$ cat config.mk
export PLATFORM = sky130hd
export DESIGN_NAME = matrix_input_assembler
export DESIGN_NICKNAME = d
export VERILOG_FILES = /design/src/rtl/matrix_input_assembler.sv
export SDC_FILE = /design/constraint.sdc
export NUM_CORES = 1
export LEC_CHECK = 0
export CAP_MARGIN = 25
export CELL_PAD_IN_SITES_DETAIL_PLACEMENT = 0
export CELL_PAD_IN_SITES_GLOBAL_PLACEMENT = 1
export CORE_MARGIN = 10
export CORE_UTILIZATION = 42
export CTS_BUF_LIST = sky130_fd_sc_hd__clkbuf_4
export DETAILED_ROUTE_END_ITERATION = 8
export GPL_ROUTABILITY_DRIVEN = 1
export PLACE_DENSITY_LB_ADDON = 0.2
export SETUP_SLACK_MARGIN = 0.05
export SLEW_MARGIN = 10
export SYNTH_ARGS = -nofsm -noshare
export SYNTH_HDL_FRONTEND = slang
export SYNTH_SLANG_ARGS = --single-unit
$ cat constraint.sdc
create_clock -name clk -period 7.3 [get_ports clk]
set_clock_uncertainty 0.1 [all_clocks]
set_input_delay 1.095 -clock clk [delete_from_list [all_inputs] [get_ports clk]]
set_output_delay 1.095 -clock clk [all_outputs]
set_load 0.01 [all_outputs]
$ cat src/rtl/matrix_input_assembler.sv
// Collects a rows x cols matrix element by element into a row-major, zero-padded
// MAX_SIZE x MAX_SIZE frame, then issues one write strobe to storage and reports
// the slot index and overwrite flag storage returns.
// Ports: start/dim_row/dim_col/abort control; elem_valid/elem_data/elem_ready element stream;
//        wr_ready/wr_alloc_idx/wr_overwrite/wr_en storage handshake; write_row/write_col/data_flat frame;
//        elem_cnt/busy/done/done_idx/done_ovw/err/err_code status.
module matrix_input_assembler #(
  parameter int DATA_WIDTH = 8,
  parameter int MAX_SIZE   = 5,
  parameter int ELEM_MAX   = 9,
  parameter int IDX_W      = 5
) (
  input  logic                                     clk,
  input  logic                                     rst_n,
  input  logic                                     start,
  input  logic [2:0]                               dim_row,
  input  logic [2:0]                               dim_col,
  input  logic                                     abort,
  input  logic                                     elem_valid,
  input  logic [DATA_WIDTH-1:0]                    elem_data,
  output logic                                     elem_ready,
  input  logic                                     wr_ready,
  input  logic [IDX_W-1:0]                         wr_alloc_idx,
  input  logic                                     wr_overwrite,
  output logic                                     wr_en,
  output logic [2:0]                               write_row,
  output logic [2:0]                               write_col,
  output logic [MAX_SIZE*MAX_SIZE*DATA_WIDTH-1:0]  data_flat,
  output logic [4:0]                               elem_cnt,
  output logic                                     busy,
  output logic                                     done,
  output logic [IDX_W-1:0]                         done_idx,
  output logic                                     done_ovw,
  output logic                                     err,
  output logic [2:0]                               err_code
);

  localparam logic [2:0]            MAX_DIM  = 3'(MAX_SIZE);
  localparam logic [DATA_WIDTH-1:0] ELEM_LIM = DATA_WIDTH'(ELEM_MAX);

  typedef enum logic [2:0] {S_IDLE, S_COLLECT, S_COMMIT, S_ISSUE, S_ACK} state_t;

  state_t           state, state_next;
  logic             err_next;
  logic [2:0]       code_next;
  logic             dims_ok, elem_ok, last_elem, accept;
  logic [5:0]       total;
  logic [2:0]       r_pos, c_pos;
  logic [7:0]       slot;
  logic [IDX_W-1:0] done_idx_q;
  logic             done_ovw_q;

  assign dims_ok   = (dim_row != 3'd0) && (dim_row <= MAX_DIM) &&
                     (dim_col != 3'd0) && (dim_col <= MAX_DIM);
  assign elem_ok   = elem_data <= ELEM_LIM;
  assign total     = {3'd0, write_row} * {3'd0, write_col};
  assign last_elem = ({1'b0, elem_cnt} + 6'd1) == total;
  assign accept    = (state == S_COLLECT) && !abort && elem_valid && elem_ok;
  // Row/column position counters avoid a divider for elem_cnt / col and elem_cnt % col.
  assign slot      = {5'd0, r_pos} * 8'(MAX_SIZE) + {5'd0, c_pos};

  assign elem_ready = (state == S_COLLECT);
  assign busy       = (state != S_IDLE);
  assign done       = (state == S_ACK);
  // Storage answers during ACK, so the index is passed straight through while done is high
  // and held from the capture register afterwards.
  assign done_idx   = done ? wr_alloc_idx : done_idx_q;
  assign done_ovw   = done ? wr_overwrite : done_ovw_q;

  always_comb begin
    state_next = state;
    err_next   = 1'b0;
    code_next  = err_code;
    unique case (state)
      S_IDLE: begin
        if (start) begin
          if (dims_ok) begin
            state_next = S_COLLECT;
          end else begin
            err_next  = 1'b1;
            code_next = 3'd1;
          end
        end
      end
      S_COLLECT: begin
        if (abort) begin
          state_next = S_IDLE;
        end else if (elem_valid) begin
          if (!elem_ok) begin
            err_next  = 1'b1;
            code_next = 3'd2;
          end else if (last_elem) begin
            state_next = S_COMMIT;
          end
        end
      end
      S_COMMIT: begin
        if (abort) begin
          state_next = S_IDLE;
        end else if (wr_ready) begin
          state_next = S_ISSUE;
        end else begin
          err_next   = 1'b1;
          code_next  = 3'd3;
          state_next = S_IDLE;
        end
      end
      S_ISSUE: state_next = S_ACK;
      S_ACK:   state_next = S_IDLE;
      default: state_next = S_IDLE;
    endcase
  end

  always_ff @(posedge clk or negedge rst_n) begin
    if (!rst_n) begin
      state    <= S_IDLE;
      wr_en    <= 1'b0;
      err      <= 1'b0;
      err_code <= 3'd0;
    end else begin
      state    <= state_next;
      wr_en    <= (state_next == S_ISSUE);
      err      <= err_next;
      err_code <= code_next;
    end
  end

  always_ff @(posedge clk or negedge rst_n) begin
    if (!rst_n) begin
      write_row  <= 3'd1;
      write_col  <= 3'd1;
      data_flat  <= '0;
      elem_cnt   <= 5'd0;
      r_pos      <= 3'd0;
      c_pos      <= 3'd0;
      done_idx_q <= '0;
      done_ovw_q <= 1'b0;
    end else begin
      if (state == S_IDLE && start && dims_ok) begin
        write_row <= dim_row;
        write_col <= dim_col;
        data_flat <= '0;
        elem_cnt  <= 5'd0;
        r_pos     <= 3'd0;
        c_pos     <= 3'd0;
      end else if ((state == S_COLLECT || state == S_COMMIT) && abort) begin
        elem_cnt <= 5'd0;
      end else if (accept) begin
        data_flat[slot*DATA_WIDTH +: DATA_WIDTH] <= elem_data;
        elem_cnt <= elem_cnt + 5'd1;
        if (c_pos == write_col - 3'd1) begin
          c_pos <= 3'd0;
          r_pos <= r_pos + 3'd1;
        end else begin
          c_pos <= c_pos + 3'd1;
        end
      end
      if (state == S_ACK) begin
        done_idx_q <= wr_alloc_idx;
        done_ovw_q <= wr_overwrite;
      end
    end
  end

endmodule

==> impl_metrics.env <==
export IMPL_critPathMaxFanout=8
export IMPL_rows=55
export IMPL_synth_top_area_share_pct=58.3
export IMPL_place_area_um2=12600
export IMPL_cts_hold_buf=0
export IMPL_setup_viol=0
export IMPL_async_reset_ff_share_pct=100
export IMPL_synth_edff_count=0
export IMPL_grt_usage_pct=19.8
export IMPL_r2r_setup_slack_ns=2.91
export IMPL_dieArea_um2=29800
export IMPL_synth_commonest_cells="228 x dfrtp_1, 124 x nand2_1, 81 x and3_1"
export IMPL_dr_first_iter_drc_count=505
export IMPL_first_pass_iters=5
export IMPL_grt_ovfl_total=0
export IMPL_io_buffers=249
export IMPL_io_pins=251
export IMPL_routedWlPerCell_um=20.1
export IMPL_instances_no_fill=1492
export IMPL_cts_root_buf="clkbuf_4"
export IMPL_postSynthCellCount=856
export IMPL_power_density_nw_per_um2=194
export IMPL_ys_types=67
export IMPL_maxCapViolCount=0
export IMPL_yosysSeqAreaShare_pct=58.9
export IMPL_hp_class="flip-flop to flip-flop"
export IMPL_timing_fmax_mhz=228
export IMPL_grt_pass1_vias=7883
export IMPL_area_growth_pct=35.9
export IMPL_power_leakage_nw=6.44
export IMPL_htreeDepth=2
export IMPL_setup_tns_ns=0
export IMPL_finalCritPeriodShare_pct=60.1
export IMPL_synth_seq_cells=230
export IMPL_cp_data_arrival_time_ns=4.85
export IMPL_worst_ep_required_time_ns=7.76
export IMPL_maxSlewHeadroom_pct=34.8
export IMPL_dp_cells=1380
export IMPL_syn_mean_instance_area_um2=11.4
export IMPL_antenna_found_initial=1
export IMPL_yosysWarningCount=0
export IMPL_irDropWorstVdd_mv=0.119
export IMPL_whs_ns=0.383
export IMPL_synth_area_leader_cell="dfrtp_1"
export IMPL_crit_chain="ha_1 -> ha_1 -> inv_1 -> fa_1 -> nand2b_1 -> a21oi_1 -> inv_1 -> ha_1 -> nor2b_1 -> and4_2 -> nand4_2 -> a2111oi_4 -> nor2_2 -> and2_1"
export IMPL_coreArea_um2=22800
export IMPL_postRouteAntennaNets=0
export IMPL_grt_max_degree=128
export IMPL_gp_congestion=0.836
export IMPL_ys_flop_type="dfrtp_1"
export IMPL_pre_cts_ws_ns=2.66
export IMPL_cts_setup_buffers=0
export IMPL_clk_latency_ns=0.68
export IMPL_synth_most_common_cell="dfrtp_1"
export IMPL_cts_sink_count=230
export IMPL_timing_rr_start="r_pos[0]"
export IMPL_outcome="finished, final reports clean"
export IMPL_critical_path_class="flip-flop to flip-flop"
export IMPL_slew_viol_final=0
export IMPL_period_needed_ns=4.39
export IMPL_timing_final_ws_setup_ns=2.91
export IMPL_syn_nets=905
export IMPL_hpwl_um=21100
export IMPL_rsz0062_at_grt="false"
export IMPL_startpoint_type="flip-flop"
export IMPL_vias=7516
export IMPL_cp_slowest_stage_delay_ns=0.77
export IMPL_stdcell_area_um2=13300
export IMPL_nNetsFinal=1180
export IMPL_worst_pin_slew_ns=0.978
export IMPL_die_w_um=173
export IMPL_initial_utilization_pct=42.9
export IMPL_cts_resized=0
export IMPL_timing_final_hold_violations=0
export IMPL_synth_area_um2=9780
export IMPL_min_from="data_flat[31]"
export IMPL_numCtsBuffers=60
export IMPL_drc=0
export IMPL_synth_area_leaders="dfrtp_1 58%, and3_1 5.2%, nand2_1 4.8%"
export IMPL_crit_path_end_kind="flip-flop"
export IMPL_startpoint="r_pos[0]"
export IMPL_cts_tree="done"
export IMPL_power_mw=2.58
export IMPL_grt_pass1_wl_um=47200
export IMPL_cp_slowest_cell="a2111oi_4"
export IMPL_cts_path_max_buffers=3
export IMPL_layout_drive_gt1_share_pct=11.4
export IMPL_final_core_util_pct=58.3
export IMPL_path_common_cell="ha_1"
export IMPL_drt_wl_total_um=30000
export IMPL_die_h_um=173
export IMPL_viasPerCell=5.04
export IMPL_path_clk_slew_ns=0.06
-- worst paths after layout --
| check | to | cells past startpoint |
|---|---|---|
| worst max-delay path | data_flat[101] | 14 |
| worst max register to register | data_flat[101] | 14 |
| min in group asynchronous | write_row[2] | 1 |
| worst min register to register | data_flat[31] | 1 |
| max in group asynchronous | data_flat[72] | 2 |
| worst min-delay path | data_flat[31] | 1 |
-- layout make-up --
type | instances | area [um2]
Multi-Input combinational cell | 566 | 3800
Antenna cell | 1 | 2.50
Inverter | 18 | 67.6
Clock buffer | 78 | 586
Fill cell | 1986 | 9490
Clock inverter | 31 | 123
Sequential cell | 230 | 5760
Timing Repair Buffer | 255 | 2560
Tap cell | 313 | 392
-- power breakdown --
group          switching [mW]  internal [mW]  total, mW  leakage [nW]
clock network           0.538          0.502       1.04         0.415
registers              0.0172           1.29       1.31          3.19
logic                   0.139         0.0921      0.231          2.83
-- flip-flops by register name (all words and copies together) (netlist names) --
signal      cells
c_pos           3
write_row       3
err_code        2
state           3
data_flat     200
elem_cnt        5
done_idx_q      5
wr_en           1
err             1
done_ovw_q      1
write_col       3
r_pos           3
-- metal layers --
layer	wire, um	track usage [%]	vias up	share of wire, %
met3	2310	7.14	38	7.7
li1	-	-	3563	-
met5	0	0	-	0
met1	12500	24.0	3708	42
met2	14700	32.5	207	49
met4	497	5.40	0	1.7
-- worst max-delay path, delay by kind of cell, from the launching register on --
kind                     cells  cell delay [ns]
AO/OA/AOI/OAI                2             1.04
buffers and inverters        2             0.19
flip-flops                   1             0.43
adder cells (fa/ha/maj)      4             1.38
AND/OR/NAND/NOR              6             1.14
-- cells by family after synthesis --
group | synth area share (%)
adders and majority gates | 3.17
buffers and inverters | 2.42
AOI/OAI and AO/OA | 6.50
xor gates and xnor gates | 2.61
muxes | 5.09
DFF | 58.9
other | 0.0384
and+or+nand+nor | 21.3
-- cell usage in the layout (no fill, tap or decap), drive strengths merged, types with 2 or more instances in the layout --
cell,n
clkdlybuf4s50,248
dfrtp,228
nand2,128
and3,81
clkbuf,78
o21ai,54
nand3,51
mux2i,43
and2,34
clkinv,29
nor2,27
ha,20
inv,20
xnor2,13
nor3,12
o31ai,9
nand4,9
xor2,9
nor4,9
a21oi,8
buf,7
mux2,6
a22o,5
or3,4
nand2b,3
nand3b,3
fa,3
nor3b,3
a31oi,3
a21o,2
a41oi,2
o21bai,2
xnor3,2
nor2b,2
a211oi,2
dfstp,2
nor4b,2
a2111oi,2
Note: power is estimated with default switching activity, not from simulation.
